===== src/rtl/riscv_pkg.sv =====
// Shared encodings for the RV32 store byte-mask decoder: funct3 width codes and lane masks.
package riscv_pkg;

    localparam logic [1:0] BYTE = 2'd0;
    localparam logic [1:0] HALF = 2'd1;
    localparam logic [1:0] WORD = 2'd2;

    localparam logic [3:0] MASK_NONE = 4'b0000;
    localparam logic [3:0] MASK_B0   = 4'b0001;
    localparam logic [3:0] MASK_B1   = 4'b0010;
    localparam logic [3:0] MASK_B2   = 4'b0100;
    localparam logic [3:0] MASK_B3   = 4'b1000;
    localparam logic [3:0] MASK_H0   = 4'b0011;
    localparam logic [3:0] MASK_H1   = 4'b0110;
    localparam logic [3:0] MASK_H2   = 4'b1100;
    localparam logic [3:0] MASK_W    = 4'b1111;

endpackage


===== src/rtl/riscv_store_mask_dec.sv =====
// Pure combinational decode of store enable, byte offset and width into lane mask and
// misaligned flag. Illegal widths and misaligned offsets yield an empty mask.
module riscv_store_mask_dec
    import riscv_pkg::*;
(
    input  logic       en,
    input  logic [1:0] offset,
    input  logic [1:0] width,
    output logic [3:0] mask,
    output logic       misaligned
);

    always_comb begin
        // NOTE: defaults first so every path assigns both outputs and no latch is inferred.
        mask       = MASK_NONE;
        misaligned = 1'b0;
        if (en) begin
            case (width)
                BYTE: begin
                    case (offset)
                        2'd0:    mask = MASK_B0;
                        2'd1:    mask = MASK_B1;
                        2'd2:    mask = MASK_B2;
                        2'd3:    mask = MASK_B3;
                        default: mask = MASK_NONE;
                    endcase
                end
                HALF: begin
                    // Halfwords may straddle lanes 1-2; only offset 3 crosses the word.
                    case (offset)
                        2'd0:    mask = MASK_H0;
                        2'd1:    mask = MASK_H1;
                        2'd2:    mask = MASK_H2;
                        default: misaligned = 1'b1;
                    endcase
                end
                WORD: begin
                    if (offset == 2'd0) mask = MASK_W;
                    else                misaligned = 1'b1;
                end
                default: begin
                    mask       = MASK_NONE;
                    misaligned = 1'b0;
                end
            endcase
        end
    end

endmodule


===== src/rtl/riscv_store_mask.sv =====
// RV32 store byte-write-enable generator with sticky misaligned-store flag.
// Define STORE_MASK_CNT_EN to add store and misaligned-store event counters.
module riscv_store_mask
    import riscv_pkg::*;
(
    input  logic        clk,
    input  logic        rst,
    input  logic        en,
    input  logic [1:0]  offset,
    input  logic [2:0]  width,
    output logic [3:0]  mask,
    output logic        misaligned,
    output logic        misaligned_sticky
`ifdef STORE_MASK_CNT_EN
    ,
    output logic [31:0] store_cnt,
    output logic [31:0] misalign_cnt
`endif
);

    // funct3[2] only distinguishes unsigned loads; stores ignore it.
    logic unused_width_msb;
    assign unused_width_msb = width[2];

    riscv_store_mask_dec u_dec (
        .en         (en),
        .offset     (offset),
        .width      (width[1:0]),
        .mask       (mask),
        .misaligned (misaligned)
    );

    always_ff @(posedge clk) begin
        // NOTE: non-blocking assignment for all clocked state avoids evaluation-order races.
        if (rst)             misaligned_sticky <= 1'b0;
        else if (misaligned) misaligned_sticky <= 1'b1;
    end

`ifdef STORE_MASK_CNT_EN
    always_ff @(posedge clk) begin
        if (rst) begin
            store_cnt    <= '0;
            misalign_cnt <= '0;
        end else begin
            if (en && (mask != MASK_NONE)) store_cnt <= store_cnt + 32'd1;
            if (misaligned)                misalign_cnt <= misalign_cnt + 32'd1;
        end
    end
`endif

endmodule


===== config.mk =====
export PLATFORM = sky130hd
export DESIGN_NAME = riscv_store_mask
export DESIGN_NICKNAME = d
export VERILOG_FILES = /design/src/rtl/riscv_pkg.sv /design/src/rtl/riscv_store_mask_dec.sv /design/src/rtl/riscv_store_mask.sv
export SDC_FILE = /design/constraint.sdc
export NUM_CORES = 1
export LEC_CHECK = 0
export ABC_CLOCK_PERIOD_IN_PS = 1000
export CAP_MARGIN = 40
export CORE_AREA = 2 2 39 41
export CTS_CLUSTER_DIAMETER = 40
export DETAILED_ROUTE_END_ITERATION = 8
export DIE_AREA = 0 0 41 43
export DONT_BUFFER_PORTS = 1
export PLACE_DENSITY_LB_ADDON = 0.2
export SLEW_MARGIN = 20
export SYNTH_ARGS = -nofsm -noshare
export SYNTH_HDL_FRONTEND = slang
export SYNTH_HIERARCHICAL = 1
export SYNTH_SLANG_ARGS = --single-unit

===== constraint.sdc =====
create_clock -name clk -period 1 [get_ports clk]
set_input_delay 0.15 -clock clk [delete_from_list [all_inputs] [get_ports clk]]
set_output_delay 0.15 -clock clk [all_outputs]
set_load 0.02 [all_outputs]

## Yosys cells after proc, flatten, opt, wreduce, memory -nomap -nowiden

Cells that the tools add are included.

| operators by class | value |
|---|---|
| equal/unequal tests | 5 |
| mux-type cells | 9 |
| reduce and logical (&&, ||, !) cells | 3 |

Operator list:

| cell | count |
|---|---|
| one-hot mux 4 bit (3 select lines) | 2 |
| one-hot mux 4 bit (4 select lines) | 1 |
| two-way mux 4 bit | 2 |
| == test 2 bit (second input constant) | 3 |
| == test 2 x 1 -> 1 bit (second input constant) | 2 |
| zero test 2 bit | 2 |
| two-way mux 1 bit | 3 |
| OR reduction 3 bit | 1 |
| one-hot mux 1 bit (2 select lines) | 1 |

| word-level totals | value |
|---|---|
| bits in registers | 1 |
| input port bits | 8 |
| output and inout bits | 6 |
| logic and storage cells | 18 |

## Logic depth before layout (Yosys ltp)

Gate-level depths: netlist of the first run.

| logic depth | value |
|---|---|
| depth after elaboration | 5 |
| depth in mapped cells | 5 |
| mapped depth without buffers | 5 |

## Cells and area by module

The synthesis of the first run kept the hierarchy.

Modules (own cells, without submodules):

| module | times used | cells each | area each (µm²) | seq. area each (µm²) |
|---|---|---|---|---|
| riscv_store_mask_dec | 1 | 30 | 227.7 | 0.0 |
| riscv_store_mask | 1 | 2 | 30.0 | 20.0 |

## Least setup slack after synthesis of the first run

Ideal clock, no wire load.

| path | value |
|---|---|
| path kind | in2out |
| start | input port width[0] |
| end | output port mask[0] |
| arrival time | 1.023 ns |
| required time | 0.850 ns |
| setup slack | -0.173 ns |
| cell stages on the path | 3 |
| path buffers | 0 |
| cells stage by stage | ha_1 > nand2b_1 > nor3b_1 |

| between the ends | value |
|---|---|
| cells in the longest elaborated chain, start to end | 3 |
| elaborated cells on any way between the ends | 5 |
| those cells by class | eq/ne (2); mux (2); reduce/logical (1) |

RTL lines:

| what | RTL line | source |
|---|---|---|
| start: declaration | riscv_store_mask.sv:10 | `input logic [2:0] width,` |
| == test 2 bit, or another cell as far along | riscv_store_mask_dec.sv:18 | `case (width)` |
| one-hot mux 4 bit (3 select lines) (*) | riscv_store_mask_dec.sv:18 |  |
| two-way mux 4 bit (*) | riscv_store_mask_dec.sv:17 | `if (en) begin` |
| end: declaration | riscv_store_mask.sv:11 | `output logic [3:0] mask,` |

Mark *: on every way between the ends. The rest lies on a longest branch, timed or not.

## Worst setup path after layout of the first run

| path | value |
|---|---|
| start | input port offset[1] |
| end | output port mask[1] |

| between the ends | value |
|---|---|
| cells in the longest elaborated chain, start to end | 4 |
| elaborated cells on any way between the ends | 9 |
| those cells by class | eq/ne (3); mux (5); reduce/logical (1) |

RTL lines:

| what | RTL line | source |
|---|---|---|
| start: declaration | riscv_store_mask.sv:9 | `input logic [1:0] offset,` |
| == test 2 bit, or another cell as far along | riscv_store_mask_dec.sv:20 | `case (offset)` |
| one-hot mux 4 bit (4 select lines), or another cell as far along | riscv_store_mask_dec.sv:20 |  |
| one-hot mux 4 bit (3 select lines) (*) | riscv_store_mask_dec.sv:18 |  |
| two-way mux 4 bit (*) | riscv_store_mask_dec.sv:17 |  |

Marked as above.

==> results of run 1 <==
final cells by class:
class | instances | area share, %
multi-input cells | 26 | 80.3
flip-flops and latches | 1 | 4.44
well taps | 16 | 4.44
repair buffers | 3 | 5.00
inverters | 5 | 5.83
stage by stage:
step	setup slack, ns	total power, mW	hold WS, ns	utilization [%]	instances
final	-0.0138	0.183	0.318	32.5	51
after floorplan	-0.0326	0.114	0.317	-	32
after global routing	-0.0473	0.194	0.328	32.5	51
after detailed placement	-0.0660	0.133	0.321	23.9	51
after CTS	-0.0287	0.147	0.321	26.6	51
after global placement	-0.0519	0.131	0.319	23.9	51
cells by family after synthesis:
logic type | count (synthesis)
buffers and inverters | 5
AO/OA/AOI/OAI | 8
flip-flops | 1
adder cells (fa/ha/maj) | 10
AND/OR/NAND/NOR | 8
cells in the final DEF (no fill, tap or decap), drive strengths merged:
cell and instances:
ha 10, a22oi 2, clkinvlp 2, a31oi 1
nand2b 2, nand2 4, inv 3, nor3b 1
buf 3, o211ai 1, a21oi 3, o21ba 1
dfxtp 1, nor3 1
routing by layer:
metal | track usage [%] | vias up | part of all wire (%)
li1 | - | 114 | -
met5 | 0 | - | 0
met3 | 1.57 | 0 | 11
met4 | 0 | 0 | 0
met1 | 6.33 | 106 | 35
met2 | 12.5 | 10 | 54
where the power goes:
part	total, mW	internal (mW)	switching (mW)
clock	0	0	0
combinational	0.137	0.0657	0.0712
sequential	0.0457	0.0425	0.00319
timing repair:
action                                  CTS  global route
endpoints found under the setup margin    6             5
resized for setup                         9            14
gates cloned                              0             0
pin swaps                                 3             5
worst max-delay path, cell delays in order:
cell	delay, ns
inv_1	0.11
ha_4	0.17
o211ai_1	0.11
a31oi_2	0.17
buf_4	0.16
path summary, 6_finish.rpt:
path                                           to  slack [ns]         startpoint
worst max register to register  misaligned_sticky        0.35  misaligned_sticky
worst max-delay path                      mask[1]       -0.01          offset[1]
worst min register to register  misaligned_sticky        0.59  misaligned_sticky
worst min-delay path            misaligned_sticky        0.32                rst
==> impl_metrics.csv, run 1 <==
group,metric,value,unit
synthesis,synthFlopType,"dfxtp_1",
run,maxCapViolCount,0,
synthesis,synth_top_family_by_area,"adder cells",
power,ir_drop,0.234,mV
synthesis,synthArstFlopShare,0,%
grt,grt-ovfl-total,0,
synthesis,synth_top_area_share,48.5,%
synthesis,yosysWarnings,6,
power,p_leak,0.163,nW
sta,finalCritPeriodShare,101,%
worst_setup_path,cp.arrival,0.86,ns
synthesis,synth_enable_flop_cells,0,
sta,clock.fmax,986,MHz
finish,area_delta_synth_final,74.8,%
clock_network,path_clk_slew,0,ns
routing,drt_first_pass_iters,1,
grt,antenna_found_initial,0,
hold_path,min_path_type,"in2reg",
die,row_count,14,
synthesis,synth_simple_gate_area_share,15.5,%
die,dieArea,1760,µm²
routing,drtIter0Drc,0,
sta,fin_crit,1.01,ns
routing,via_per_inst,4.51,
grt,grt_pass1_vias,222,
synthesis,synth-seq-area-share,7.77,%
synthesis,synth-seq-cells,1,
finish,layout-drive-gt1-share,62.9,%
die,core,1380,µm²
sta,rsz0062_at_grt,"true",
worst_setup_path,required,0.85,ns
clock_network,clk_latency,0,ns
finish,diodes,0,
clock_network,cts_hold_buffers,0,
routing,via_count,230,
sta,finalMaxSlewViolations,0,
synthesis,synthXorXnorAreaFrac,0,%
finish,fin_area,450,µm²
placement,post_dp_cell_area,330,µm²
synthesis,netlist_area,258,µm²
worst_setup_path,cp-end-kind,"output port",
worst_setup_path,start_kind,"primary input",
placement,hpwl,480,µm
synthesis,synthAdderAreaFrac,48.5,%
routing,drt_wl_total,601,µm
power,power_density,405,nW/µm²
clock_network,postCtsSetupRepairBufs,0,
finish,fill_cells,146,
synthesis,yosys-top-cells-count,"ha_1, inv_1, nand2_1",
routing,drc,0,
synthesis,syn_area_per_cell,8.05,µm²
outcome,status,"finished, violations left",
routing,routedWlPerCell,11.8,µm
finish,regArea,20.0,µm²
die,io_pins,14,
synthesis,synth_area_leaders,"ha_1, dfxtp_1, inv_1, a21oi_1, a22oi_1",
die,die_width,41,µm
grt,grt.total_usage,6.29,%
sta,hold_violations,0,
placement,port_buffers,0,
die,fp.dieH,43,µm
die,start_util,18.6,%
sta,finalSetupTns,-0.0234,ns
worst_setup_path,worstSetupPathType,"in2out",
synthesis,yosysTopAreaCell,"ha_1",
worst_setup_path,r2r_cells,1,
outcome,violations,"negative setup slack",
synthesis,synthMuxAreaShare,0,%
sta,fin_ws,-0.0138,ns
finish,largest_reg_flops,1,
finish,final_net_count,55,
synthesis,syn-num-nets,50,
sta,final-setup-viol-count,3,
hold_path,whs_path_depth,1,
placement,gp_congestion,0.696,
synthesis,synth_compound_area_share,20.9,%
sta,relSlewSlack,81.1,%
synthesis,synth.distinct_cells,12,
sta,fin_skew,0,ns
finish,top_register,"misaligned_sticky",
finish,top_regs,"misaligned_sticky x1",
finish,multi_input_area,362,µm²
synthesis,synth_cells,32,
sta,worst_slew_pin_slew,0.284,ns
synthesis,synth_most_common_cell,"ha_1",
routing,postRouteAntennaNets,0,
grt,grt_max_degree,6,
grt,grt_pass1_wl,834,µm
worst_setup_path,cp_max_fo,4,
(Power assumes the default switching activity.)
==> run 2: changes to the inputs <==
- ABC_AREA: not set -> 0
- DONT_BUFFER_PORTS: 1 -> not set
- HOLD_SLACK_MARGIN: not set -> 0.03
==> impl_metrics.csv, run 2 (synthesis results as in run 1) <==
group,metric,value,unit
die,fp.dieH,43,µm
finish,top_regs,"misaligned_sticky x1",
routing,routedWlPerCell,9.46,µm
routing,drt_first_pass_iters,4,
placement,hpwl,474,µm
run,maxCapViolCount,0,
outcome,status,"finished, violations left",
clock_network,clk_latency,0,ns
routing,via_per_inst,4.31,
placement,port_buffers,12,
outcome,violations,"negative setup slack",
sta,fin_crit,1.12,ns
die,die_width,41,µm
power,p_leak,0.284,nW
grt,met3_usage,0.524,%
sta,final-setup-viol-count,6,
grt,gr-usage-met2,15.9,%
worst_setup_path,cp-end-kind,"output port",
routing,drtIter0Drc,1,
finish,fin_area,691,µm²
worst_setup_path,cp_max_fo,2,
routing,drt_wl_total,634,µm
grt,grt-ovfl-total,0,
grt,grt.total_usage,8.19,%
power,p_total,0.284,mW
finish,diodes,0,
finish,final_net_count,71,
die,start_util,18.6,%
sta,relSlewSlack,86.5,%
sta,fin_skew,0,ns
grt,grt_max_degree,6,
worst_setup_path,start_kind,"primary input",
finish,area_delta_synth_final,168,%
hold_path,min_path_type,"reg2reg",
grt,antenna_found_initial,0,
sta,finalSetupTns,-0.307,ns
sta,finalCritPeriodShare,112,%
grt,grt_pass1_wl,1.07,mm
placement,gp_congestion,0.665,
sta,hold_violations,0,
clock_network,postCtsSetupRepairBufs,0,
power,ir_drop,0.275,mV
die,row_count,14,
worst_setup_path,required,0.85,ns
sta,rsz0062_at_grt,"true",
routing,postRouteAntennaNets,0,
sta,clock.fmax,894,MHz
routing,drc,0,
grt,use_met1,9.49,%
grt,grt_pass1_vias,284,
sta,fin_ws,-0.119,ns
die,io_pins,14,
die,core,1380,µm²
finish,top_register,"misaligned_sticky",
routing,via_count,289,
placement,pre_cts_slack,-1.05,ns
finish,largest_reg_flops,1,
die,dieArea,1760,µm²
sta,finalMaxSlewViolations,0,
placement,post_dp_cell_area,480,µm²
clock_network,path_clk_slew,0,ns
grt,grt-busiest-layer,"met2",
clock_network,cts_hold_buffers,0,
sta,worst_slew_pin_slew,0.204,ns
worst_setup_path,cp.arrival,0.97,ns
finish,post-route-util,49.9,%
worst_setup_path,worstSetupPathType,"in2out",
finish,layout-drive-gt1-share,84.3,%
power,power_density,411,nW/µm²
finish,final_cell_mix,"buf_6, ha_4, buf_4",
-- run 2: area by class of cell --
cell class                      instances  area, µm²
Sequential cell                         1       20.0
Fill cell                             126        693
Inverter                                5       33.8
Tap cell                               16       20.0
Timing Repair Buffer                   19        218
Multi-Input combinational cell         26        399
-- run 2: stage by stage --
| stage | cells | hold slack, ns |
|---|---|---|
| 6_report | 67 | 0.454 |
| 5_1_grt | 67 | 0.475 |
| 4_1_cts | 67 | 0.460 |
| 3_5_place_dp | 67 | 0.465 |
| 3_3_place_gp | 67 | 0.463 |
| 2_1_floorplan | 32 | 0.317 |
-- run 2: routing by layer --
layer	part of all wire, %	vias up
li1	-	148
met2	56	9
met1	37	132
met4	0	0
met3	6.5	0
met5	0	-
-- run 2: timing repair --
item,in CTS,in global routing
endpoints found under the hold margin,0,0
resized for setup,93,10
endpoints found under the setup margin,7,6
pin swaps,11,10
-- run 2: path summary, 6_finish.rpt --
path | startpoint | end | slack (ns) | cells after the start
worst max-delay path | offset[1] | mask[1] | -0.12 | 7
worst min-delay path | misaligned_sticky | misaligned_sticky | 0.45 | 1
worst max register to register | misaligned_sticky | misaligned_sticky | 0.43 | 1
worst min register to register | misaligned_sticky | misaligned_sticky | 0.45 | 1
-- run 2: worst max-delay path: stages --
cell and delay (ns):
buf_8 0.08, inv_4 0.03, buf_6 0.11, ha_4 0.14
o211ai_1 0.18, a31oi_2 0.11, buf_4 0.17
-- run 2: report_power, final --
part / switching, mW / total [mW] / internal (mW)
combinational: 0.107 / 0.241 / 0.134
clock: 0 / 0 / 0
sequential: 0.000671 / 0.0432 / 0.0425
total: 0.107 / 0.284 / 0.176
==> run 3: changes to the inputs <==
- CTS_BUF_LIST: not set -> sky130_fd_sc_hd__clkbuf_16
==> results of run 3 <==
Same layout as run 2: the final DEF is identical, and so are final timing and power.
